$ cat src/rtl/mcu_pkg.sv
// Shared definitions for the MCU timer peripheral: state encoding and default sizing.
package mcu_pkg;

  localparam int TIMER_W        = 16;
  localparam int TIMER_PRESCALE = 4;
  localparam int TIMER_PS_W     = 8;

  typedef enum logic [1:0] {
    IDLE  = 2'd0,
    ARMED = 2'd1,
    RUN   = 2'd2,
    DONE  = 2'd3
  } timer_state_t;

endpackage

$ cat src/rtl/timer_prescaler.sv
// Free-running prescaler: counts 0..PRESCALE-1 while enabled and flags the last step as a tick.
module timer_prescaler
  import mcu_pkg::*;
#(
  parameter int PRESCALE = TIMER_PRESCALE,
  parameter int PS_W     = TIMER_PS_W
) (
  input  logic clk,
  input  logic rst,
  input  logic en,
  input  logic clr,
  output logic tick
);

  localparam logic [PS_W-1:0] PS_LAST = PS_W'(PRESCALE - 1);

  logic [PS_W-1:0] ps_cnt;

  assign tick = en && (ps_cnt == PS_LAST);

  // Holding (en low) keeps the phase, so a paused timer resumes mid-tick.
  always_ff @(posedge clk or negedge rst) begin
    if (!rst) begin
      ps_cnt <= '0;
    end else if (clr) begin
      ps_cnt <= '0;
    end else if (en) begin
      ps_cnt <= tick ? '0 : ps_cnt + 1'b1;
    end
  end

endmodule

$ cat src/rtl/mcu_timer.sv
// Down-counting timer with auto-reload, one-cycle expiry interrupt and count snapshot read.
// Build option: define TIMER_ONESHOT_EN to stop in DONE after each expiry instead of auto-reloading.
module mcu_timer
  import mcu_pkg::*;
#(
  parameter int WIDTH    = TIMER_W,
  parameter int PRESCALE = TIMER_PRESCALE,
  parameter int PS_W     = TIMER_PS_W
) (
  input  logic             clk,
  input  logic             rst,
  input  logic             timer_cs,
  input  logic             timer_wr,
  input  logic             timer_start,
  input  logic             timer_rd,
  input  logic [WIDTH-1:0] timer_datain,
  output logic [WIDTH-1:0] timer_value,
  output logic             timer_INT,
  output logic             timer_busy
);

  timer_state_t     state, state_nxt;
  logic [WIDTH-1:0] count, reload;
  logic             wr_q;
  logic             wr_e, run_e, rd_e;
  logic             load, count_en, tick, expire;

  assign wr_e  = timer_cs & timer_wr;
  assign run_e = timer_cs & timer_start;
  assign rd_e  = timer_cs & timer_rd;

  // A load wins over a tick/expiry in the same cycle, so it also gates counting.
  assign load     = wr_e & ~wr_q;
  assign count_en = (state == RUN) && run_e && !load;
  assign expire   = tick && (count == WIDTH'(1));

  assign timer_busy = (state == RUN);

  timer_prescaler #(
    .PRESCALE (PRESCALE),
    .PS_W     (PS_W)
  ) u_prescaler (
    .clk  (clk),
    .rst  (rst),
    .en   (count_en),
    .clr  (load),
    .tick (tick)
  );

  always_ff @(posedge clk or negedge rst) begin
    if (!rst) begin
      state <= IDLE;
    end else begin
      state <= state_nxt;
    end
  end

  // NOTE: every output of a combinational block is given a default first so no path infers a latch.
  always_comb begin
    state_nxt = state;
    if (load) begin
      state_nxt = ARMED;
    end else begin
      unique case (state)
        IDLE:  state_nxt = IDLE;
        ARMED: if (run_e) state_nxt = RUN;
        RUN: begin
          if (!run_e) begin
            state_nxt = ARMED;
          end else if (expire) begin
`ifdef TIMER_ONESHOT_EN
            state_nxt = DONE;
`else
            state_nxt = RUN;
`endif
          end
        end
`ifdef TIMER_ONESHOT_EN
        DONE:  if (!run_e) state_nxt = ARMED;
`else
        DONE:  state_nxt = ARMED;
`endif
        default: state_nxt = IDLE;
      endcase
    end
  end

  // NOTE: sequential state uses non-blocking assignments so every register samples pre-edge values.
  always_ff @(posedge clk or negedge rst) begin
    if (!rst) begin
      count       <= '0;
      reload      <= '0;
      wr_q        <= 1'b0;
      timer_value <= '0;
      timer_INT   <= 1'b0;
    end else begin
      wr_q      <= wr_e;
      timer_INT <= expire;
      if (rd_e) timer_value <= count;
      if (load) begin
        reload <= timer_datain;
        count  <= timer_datain;
      end else if (tick) begin
        count <= expire ? reload : count - 1'b1;
      end
    end
  end

endmodule
$ cat config.mk
export PLATFORM = sky130hd
export DESIGN_NAME = mcu_timer
export DESIGN_NICKNAME = d
export VERILOG_FILES = /design/src/rtl/mcu_pkg.sv /design/src/rtl/timer_prescaler.sv /design/src/rtl/mcu_timer.sv
export SDC_FILE = /design/constraint.sdc
export NUM_CORES = 1
export LEC_CHECK = 0
export CAP_MARGIN = 30
export CORE_MARGIN = 4
export CORE_UTILIZATION = 50
export CTS_CLUSTER_DIAMETER = 200
export DETAILED_ROUTE_END_ITERATION = 12
export GPL_TIMING_DRIVEN = 0
export PLACE_DENSITY_LB_ADDON = 0.05
export SLEW_MARGIN = 10
export SYNTH_ARGS = -nofsm -noshare
export SYNTH_HDL_FRONTEND = slang
export SYNTH_HIERARCHICAL = 1
export SYNTH_SLANG_ARGS = --single-unit
$ cat constraint.sdc
create_clock -name clk -period 7.2 [get_ports clk]
set_clock_uncertainty 0.2 [all_clocks]
set_input_delay 1.8 -clock clk [delete_from_list [all_inputs] [get_ports clk]]
set_output_delay 1.8 -clock clk [all_outputs]
set_load 0.02 [all_outputs]
-- After elaboration in Yosys (flattened, before gate mapping)
Index checks and enable logic that the tools add are counted.
- register bits after elaboration: 60
- bits in latches: 0
- memory bits (writable): 0
- bits in read-only memories: 0
- output and inout port bits: 18
- memories: 0
- add/sub/neg operators: 2
- multiply operators: 0
- divide/modulo/power cells: 0
- order comparisons: 0
- equality and inequality tests: 7
- shifts and indexed selects: 0
- muxes and demuxes: 11
- bitwise operators: 5
- reduce and logical (&&, ||, !) cells: 9
- operators with widths (operator ; number):
    $mux 16 ; 3
    $mux 8 ; 3
    $eq 16x1->1 const B ; 1
    $sub 16x1->16 const B ; 1
    $add 8x1->8 const B ; 1
    $eq 8x2->1 const B ; 1
    $mux 2 ; 4
    $pmux 2 s4 ; 1
    $and 1x1->1 ; 4
    $eq 2x2->1 const B ; 2
    $logic_and 1x1->1 ; 4
    $ne 4x2->1 const B ; 1
    $reduce_bool 2->1 ; 2
    $ne 3x3->1 const B ; 1
    $eq 2x1->1 const B ; 1
    $logic_not 2->1 ; 1
    $reduce_and 2->1 ; 1
    $logic_not 1->1 ; 1
    $not 1->1 ; 1

-- Longest topological paths before layout
- depth after elaboration: 10
- gate-level depth with buffers: 12
- depth with buffers taken out: 9

-- Cells and area by module
Netlist, hierarchy kept.
- modules (own cells, without submodules) (module ; instances ; cells each ; area an instance (um^2) ; sequential area each (um^2)):
    mcu_timer ; 1 ; 245 ; 2543.7 ; 1301.2
    timer_prescaler ; 1 ; 48 ; 439.2 ; 200.2

-- Worst setup path after synthesis
Ideal clock, no wire load.
- path type: input port to flip-flop
- start point: input timer_wr
- end point: register count[0]
- setup time: 0.136 ns
- arrival time: 4.062 ns
- data required time: 6.864 ns
- path slack: 2.802 ns
- stages on the path: 12
- path buffers: 4
- cell sequence: nand3b_1 -> clkinv_1 -> clkbuf_1 -> nor3b_1 -> and3_1 -> clkbuf_1 -> nand4b_1 -> or2_1 -> buf_6 -> buf_6 -> o2111ai_2 -> o311ai_1
- word-level cells in the longest chain between the ends: 9
- RTL lines (what ; RTL line ; RTL):
    start, declared ; mcu_timer.sv:13 ; input logic timer_wr,
    $and 1x1->1 (*) ; mcu_timer.sv:28 ; assign wr_e = timer_cs & timer_wr;
    $and 1x1->1 (*) ; mcu_timer.sv:33 ; assign load = wr_e & ~wr_q;
    named net load ; mcu_timer.sv:26 ; logic load, count_en, tick, expire;
    $logic_not 1->1 (*) ; mcu_timer.sv:34 ; assign count_en = (state == RUN) && run_e && !load;
    $logic_and 1x1->1 (*) ; mcu_timer.sv:34 ;
    named net count_en ; mcu_timer.sv:26 ;
    $logic_and 1x1->1 (*) ; timer_prescaler.sv:19 ; assign tick = en && (ps_cnt == PS_LAST);
    named net tick ; mcu_timer.sv:26 ;
    $logic_and 1x1->1 ; mcu_timer.sv:35 ; assign expire = tick && (count == WIDTH'(1));
    $mux 16 ; mcu_timer.sv:104 ; count <= expire ? reload : count - 1'b1;
    $mux 16 ; mcu_timer.sv:103 ; end else if (tick) begin
    $mux 16 ; mcu_timer.sv:100 ; if (load) begin
    end signal, assigned ; mcu_timer.sv:102 ; count <= timer_datain;
    end signal, assigned ; mcu_timer.sv:104 ;
    end, declared ; mcu_timer.sv:23 ; logic [WIDTH-1:0] count, reload;
The timed path passes the listed nets; every way through them passes the cells marked *. The select of a mux whose other input is x is not followed.
A chain may end at the register's enable or synchronous reset.

-- Worst setup path after layout
- start point: input timer_cs
- end point: register count[14]
- word-level cells in the longest chain between the ends: 9
- RTL lines (what ; RTL line ; RTL):
    start, declared ; mcu_timer.sv:12 ; input logic timer_cs,
    $and 1x1->1 (*) ; mcu_timer.sv:28 ;
    $and 1x1->1 (*) ; mcu_timer.sv:33 ;
    named net load ; mcu_timer.sv:26 ;
    $logic_not 1->1 (*) ; mcu_timer.sv:34 ;
    $logic_and 1x1->1 (*) ; mcu_timer.sv:34 ;
    named net count_en ; mcu_timer.sv:26 ;
    $logic_and 1x1->1 (*) ; timer_prescaler.sv:19 ;
    named net tick ; mcu_timer.sv:26 ;
    $logic_and 1x1->1 ; mcu_timer.sv:35 ;
    $mux 16 ; mcu_timer.sv:104 ;
    $mux 16 ; mcu_timer.sv:103 ;
    $mux 16 ; mcu_timer.sv:100 ;
Marks and branches as above.

==> flow_summary.html <==
<table>
<tr><th>Metric</th><th>Value</th></tr>
<tr><th colspan="2">Status</th></tr>
<tr><td>Run status</td><td>complete, no violations</td></tr>
<tr><th colspan="2">Finish</th></tr>
<tr><td>Proportion of layout cells with a drive suffix above 1</td><td>12.07%</td></tr>
<tr><td>Most frequent cells in the layout</td><td>sky130_fd_sc_hd__nand2_1, sky130_fd_sc_hd__dfrtp_1, sky130_fd_sc_hd__clkdlybuf4s50_1</td></tr>
<tr><td>Post-route core utilization</td><td>64.56%</td></tr>
<tr><td>Antenna diode count</td><td>0</td></tr>
<tr><td>Layout overhead on the synthesized area</td><td>22.11%</td></tr>
<tr><td>Total of fill cells in the finished design</td><td>476</td></tr>
<tr><td>Most common library cell in the layout ignoring fill and taps</td><td>sky130_fd_sc_hd__nand2_1</td></tr>
<tr><td>Final #Nets</td><td>369</td></tr>
<tr><th colspan="2">Die</th></tr>
<tr><td>Die footprint</td><td>7266 µm²</td></tr>
<tr><td>Die outline height</td><td>85.24 µm</td></tr>
<tr><td>Number of placed I/O pins</td><td>40</td></tr>
<tr><td>Horizontal die dimension</td><td>85.24 µm</td></tr>
<tr><td>Placement row count</td><td>27</td></tr>
<tr><td>Starting utilization of the core area</td><td>52.87%</td></tr>
<tr><td>Core region area</td><td>5642 µm²</td></tr>
<tr><th colspan="2">Pwr</th></tr>
<tr><td>Switching share of total power</td><td>29.39%</td></tr>
<tr><td>Internal power of the cells</td><td>0.6377 mW</td></tr>
<tr><td>Clk pwr share</td><td>30.5%</td></tr>
<tr><td>Cell area power density</td><td>248.0 nW/µm²</td></tr>
<tr><td>Worst vdd ir</td><td>0.0001206 V</td></tr>
<tr><td>Pwr Total</td><td>0.9031 mW</td></tr>
<tr><td>Sequential share of power</td><td>47.7%</td></tr>
<tr><td>Sw Pwr</td><td>0.2655 mW</td></tr>
<tr><td>Cell leakage power</td><td>1.584 nW</td></tr>
<tr><td>Power share of the combinational group</td><td>21.7%</td></tr>
<tr><th colspan="2">Synth</th></tr>
<tr><td>Syn Nets</td><td>319</td></tr>
<tr><td>Simple-gate portion of the synthesized area</td><td>22.48%</td></tr>
<tr><td>Mux cell area share after synthesis</td><td>6.628%</td></tr>
<tr><td>Flip-flop and latch count after synthesis</td><td>60</td></tr>
<tr><td>Post-synthesis average cell area</td><td>10.18 µm²</td></tr>
<tr><td>Dominant register cell in the synthesized netlist</td><td>sky130_fd_sc_hd__dfrtp_1</td></tr>
<tr><td>Share of the synthesized area in the top cell type</td><td>50.34%</td></tr>
<tr><td>Area fraction in compound gates after synthesis</td><td>11.41%</td></tr>
<tr><td>Largest family of logic cells by synthesized area</td><td>simple AND/OR/NAND/NOR gates</td></tr>
<tr><td>Post-synthesis adder-cell area fraction</td><td>1.678%</td></tr>
<tr><td>Cell area after technology mapping</td><td>2983 µm²</td></tr>
<tr><td>Sequential area share after synthesis</td><td>50.34%</td></tr>
<tr><td>Post-Syn Instances</td><td>293</td></tr>
<tr><td>Synth area leaders</td><td>sky130_fd_sc_hd__dfrtp_1, sky130_fd_sc_hd__nand2_1, sky130_fd_sc_hd__mux2_2, sky130_fd_sc_hd__xnor2_1, sky130_fd_sc_hd__o21ai_0</td></tr>
<tr><td>Count of flip-flops with a built-in enable after synthesis</td><td>0</td></tr>
<tr><td>Area share of xor/xnor cells in the synthesized design</td><td>4.404%</td></tr>
<tr><td>Number of synthesis warnings</td><td>6</td></tr>
<tr><td>Post-synth cell types</td><td>52</td></tr>
<tr><td>Largest area contributor in the netlist</td><td>sky130_fd_sc_hd__dfrtp_1</td></tr>
<tr><td>FFs w/ async S/R, synth</td><td>100.0%</td></tr>
<tr><th colspan="2">Worst setup path</th></tr>
<tr><td>Type of element launching the critical path</td><td>primary input</td></tr>
<tr><td>Cell family with most CP delay</td><td>buffers and inverters</td></tr>
<tr><td>Critical path buffer and inverter count</td><td>6</td></tr>
<tr><td>Max Fanout on Critical Path</td><td>15</td></tr>
<tr><td>Critical path class</td><td>in2reg</td></tr>
<tr><td>CP Cell Sequence</td><td>clkdlybuf4s50_1 -&gt; nand3b_1 -&gt; clkinv_1 -&gt; clkbuf_1 -&gt; nor3b_1 -&gt; and3_1 -&gt; clkbuf_1 -&gt; nand4b_1 -&gt; or2_1 -&gt; buf_6 -&gt; buf_6 -&gt; o221ai_1 -&gt; a22oi_1</td></tr>
<tr><td>Worst endpoint required time</td><td>7.19 ns</td></tr>
<tr><td>Largest stage delay on the critical path</td><td>0.50 ns</td></tr>
<tr><td>Crit path capture type</td><td>register</td></tr>
<tr><td>Cell with the largest stage delay on the worst path</td><td>sky130_fd_sc_hd__nor3b_1</td></tr>
<tr><td>Crit path DAT</td><td>5.32 ns</td></tr>
<tr><th colspan="2">Routing</th></tr>
<tr><td>Detail Route Antenna Nets</td><td>0</td></tr>
<tr><td>DRC Markers</td><td>0</td></tr>
<tr><td>Detailed-route wire length per cell</td><td>15.66 µm</td></tr>
<tr><td>Detail-routed via count per cell</td><td>5.612</td></tr>
<tr><td>Total vias in the final route</td><td>2,357</td></tr>
<tr><td>Post-Route WL</td><td>6579 µm</td></tr>
<tr><td>Drt initial violations</td><td>124</td></tr>
<tr><td>Initial DRT Pass Iterations</td><td>4</td></tr>
<tr><th colspan="2">Timing</th></tr>
<tr><td>Final Slew Violations</td><td>0</td></tr>
<tr><td>Final sum of negative setup slack</td><td>0 ns</td></tr>
<tr><td>Final number of hold-violating endpoints</td><td>0</td></tr>
<tr><td>Transition time at the pin with the least slew margin</td><td>0.7370 ns</td></tr>
<tr><td>Top achievable clock speed</td><td>187.6 MHz</td></tr>
<tr><td>Setup repair after global routing missed its margin</td><td>false</td></tr>
<tr><td>Worst-case headroom to the max-slew limit</td><td>50.86%</td></tr>
<tr><td>Fin crit period</td><td>5.330 ns</td></tr>
<tr><td>Number of setup violations in the final report</td><td>0</td></tr>
<tr><td>Tcrit/Tclk final</td><td>74.03%</td></tr>
<tr><td>Setup slack after layout</td><td>1.870 ns</td></tr>
<tr><th colspan="2">Global route</th></tr>
<tr><td>Overflow after GRT</td><td>0</td></tr>
<tr><td>Global routing usage on met1</td><td>26.79%</td></tr>
<tr><td>Vias in the first global route</td><td>2,402</td></tr>
<tr><td>Overall track demand over capacity in global routing</td><td>19.76%</td></tr>
<tr><td>Largest net degree at the start of global routing</td><td>61</td></tr>
<tr><td>Grt peak-use layer</td><td>met2</td></tr>
<tr><td>Global routing usage on met2</td><td>30.01%</td></tr>
<tr><td>First-pass GRT wire length</td><td>11,320 µm</td></tr>
<tr><td>Initial antenna violation count</td><td>0</td></tr>
<tr><td>Met3 track utilization from global routing</td><td>3.592%</td></tr>
<tr><th colspan="2">CTS</th></tr>
<tr><td>CTS resizes</td><td>0</td></tr>
<tr><td>Number of clock sinks</td><td>60</td></tr>
<tr><td>Clock tree from TritonCTS</td><td>yes</td></tr>
<tr><td>Cell chosen for the clock root</td><td>sky130_fd_sc_hd__clkbuf_8</td></tr>
<tr><td>Number of H-tree branching levels</td><td>3</td></tr>
<tr><td>Clock edge transition at the registers on the reported setup and hold paths</td><td>0.07 ns</td></tr>
<tr><td>Post-CTS setup-driven buffer insertion count</td><td>0</td></tr>
<tr><td>Source-to-sink clock delay at the later pin of the worst-skew pair</td><td>0.33 ns</td></tr>
<tr><td>Largest buffer count on any clock path</td><td>2</td></tr>
<tr><td>Count of hold buffers inserted by post-cts repair</td><td>0</td></tr>
<tr><td>Number of buffers added by the clock tree synthesis step</td><td>9</td></tr>
<tr><th colspan="2">Placement</th></tr>
<tr><td>Weighted congestion reported at the end of routability-driven placement</td><td>0.8514</td></tr>
<tr><td>Sum of net half-perimeters after detailed placement</td><td>4675 µm</td></tr>
<tr><td>PortBufs</td><td>39</td></tr>
<tr><td>Pre-CTS setup slack</td><td>1.501 ns</td></tr>
<tr><th colspan="2">Worst hold path</th></tr>
<tr><td>Hold Crit Class</td><td>reg2reg</td></tr>
<tr><th colspan="2">Flow run</th></tr>
<tr><td>Count of max-cap constraint violations</td><td>0</td></tr>
</table>
## final cells by class
type / instances / area [µm²] / area share [%]
Sequential cell: 60 / 1501 / 41.22
Multi-Input combinational cell: 216 / 1390 / 38.17
Timing Repair Buffer: 39 / 387.9 / 10.65
Clock buffer: 15 / 176.4 / 4.844
Tap cell: 72 / 90.09 / 2.473
Buffer: 10 / 52.55 / 1.443
Inverter: 7 / 38.79 / 1.065
Clock inverter: 1 / 5.005 / 0.1374
## worst paths after layout
path	start	end	slack, ns	cells past startpoint
max	timer_cs	count[14]	1.87	13
min	reload[1]	reload[1]	0.28	2
max reg2reg	wr_q	count[14]	3.49	12
min reg2reg	reload[1]	reload[1]	0.28	2
max in group asynchronous	rst	state[0]	4.99	1
min in group asynchronous	rst	count[6]	1.34	1
## synth_stat cells (2+ instances only)
cell type	n
sky130_fd_sc_hd__nand3_1	8
sky130_fd_sc_hd__nor4_4	2
sky130_fd_sc_hd__o221ai_1	3
sky130_fd_sc_hd__or3_1	4
sky130_fd_sc_hd__o311ai_1	2
sky130_fd_sc_hd__o211ai_1	4
sky130_fd_sc_hd__nor2_1	14
sky130_fd_sc_hd__mux2i_1	4
sky130_fd_sc_hd__xnor2_1	8
sky130_fd_sc_hd__a22oi_1	4
sky130_fd_sc_hd__nand2_1	66
sky130_fd_sc_hd__o21ai_0	13
sky130_fd_sc_hd__nor3b_1	2
sky130_fd_sc_hd__a21boi_0	2
sky130_fd_sc_hd__and2_1	2
sky130_fd_sc_hd__nand3b_1	4
sky130_fd_sc_hd__clkbuf_1	6
sky130_fd_sc_hd__o21ai_1	4
sky130_fd_sc_hd__buf_1	2
sky130_fd_sc_hd__o31ai_1	3
sky130_fd_sc_hd__nand4_1	3
sky130_fd_sc_hd__nor3_1	7
sky130_fd_sc_hd__buf_6	2
sky130_fd_sc_hd__dfrtp_1	60
sky130_fd_sc_hd__inv_1	5
sky130_fd_sc_hd__mux2_2	14
sky130_fd_sc_hd__and3_1	4
sky130_fd_sc_hd__a21oi_1	6
sky130_fd_sc_hd__ha_1	4
sky130_fd_sc_hd__xor2_1	7
sky130_fd_sc_hd__nor2b_1	3
## metal layers
metal  wire length [µm]  part of all wire (%)  up-vias
met5                  0                     0        -
met4                176                   2.7        0
met2               2995                    46       56
li1                   -                     -     1136
met1               3077                    47     1149
met3                330                   5.0       16
## sequential cells by signal (all words and copies together), names as in the netlist
| name | flops |
|---|---|
| count | 16 |
| reload | 16 |
| state | 2 |
| timer_INT | 1 |
| timer_value | 16 |
| u_prescaler/ps_cnt | 8 |
| wr_q | 1 |
## power groups by stage
stage	registers (mW)	clock network (mW)	logic (mW)
4_1_cts	0.431	0.284	0.199
2_1_floorplan	0.452	0	0.0949
3_5_place_dp	0.437	0	0.198
5_1_grt	0.439	0.298	0.216
6_report	0.431	0.276	0.196
3_3_place_gp	0.435	0	0.195
## per-stage QoR
stage / cells / area [µm²] / hold WS [ns]
3_3_place_gp: 404 / 3463 / 0.2520
4_1_cts: 420 / 3642 / 0.2766
3_5_place_dp: 404 / 3461 / 0.2607
6_report: 420 / 3642 / 0.2803
5_1_grt: 420 / 3642 / 0.3091
2_1_floorplan: 293 / 2983 / 0.2392
## worst reg2reg max path: stages, from the launching register on
cell                       delay [ns]
sky130_fd_sc_hd__dfrtp_1         0.31
sky130_fd_sc_hd__nand3b_1        0.11
sky130_fd_sc_hd__clkinv_1        0.24
sky130_fd_sc_hd__clkbuf_1        0.41
sky130_fd_sc_hd__nor3b_1         0.50
sky130_fd_sc_hd__and3_1          0.31
sky130_fd_sc_hd__clkbuf_1        0.29
sky130_fd_sc_hd__nand4b_1        0.29
sky130_fd_sc_hd__or2_1           0.31
sky130_fd_sc_hd__buf_6           0.15
sky130_fd_sc_hd__buf_6           0.16
sky130_fd_sc_hd__o221ai_1        0.15
sky130_fd_sc_hd__a22oi_1         0.12
## logic make-up after synthesis
logic type      Yosys count
simple gates            130
flops                    60
compound gates           49
mux                      18
buf+inv                  17
xor+xnor                 15
fa+ha+maj                 4
(Power assumes the default switching activity.)
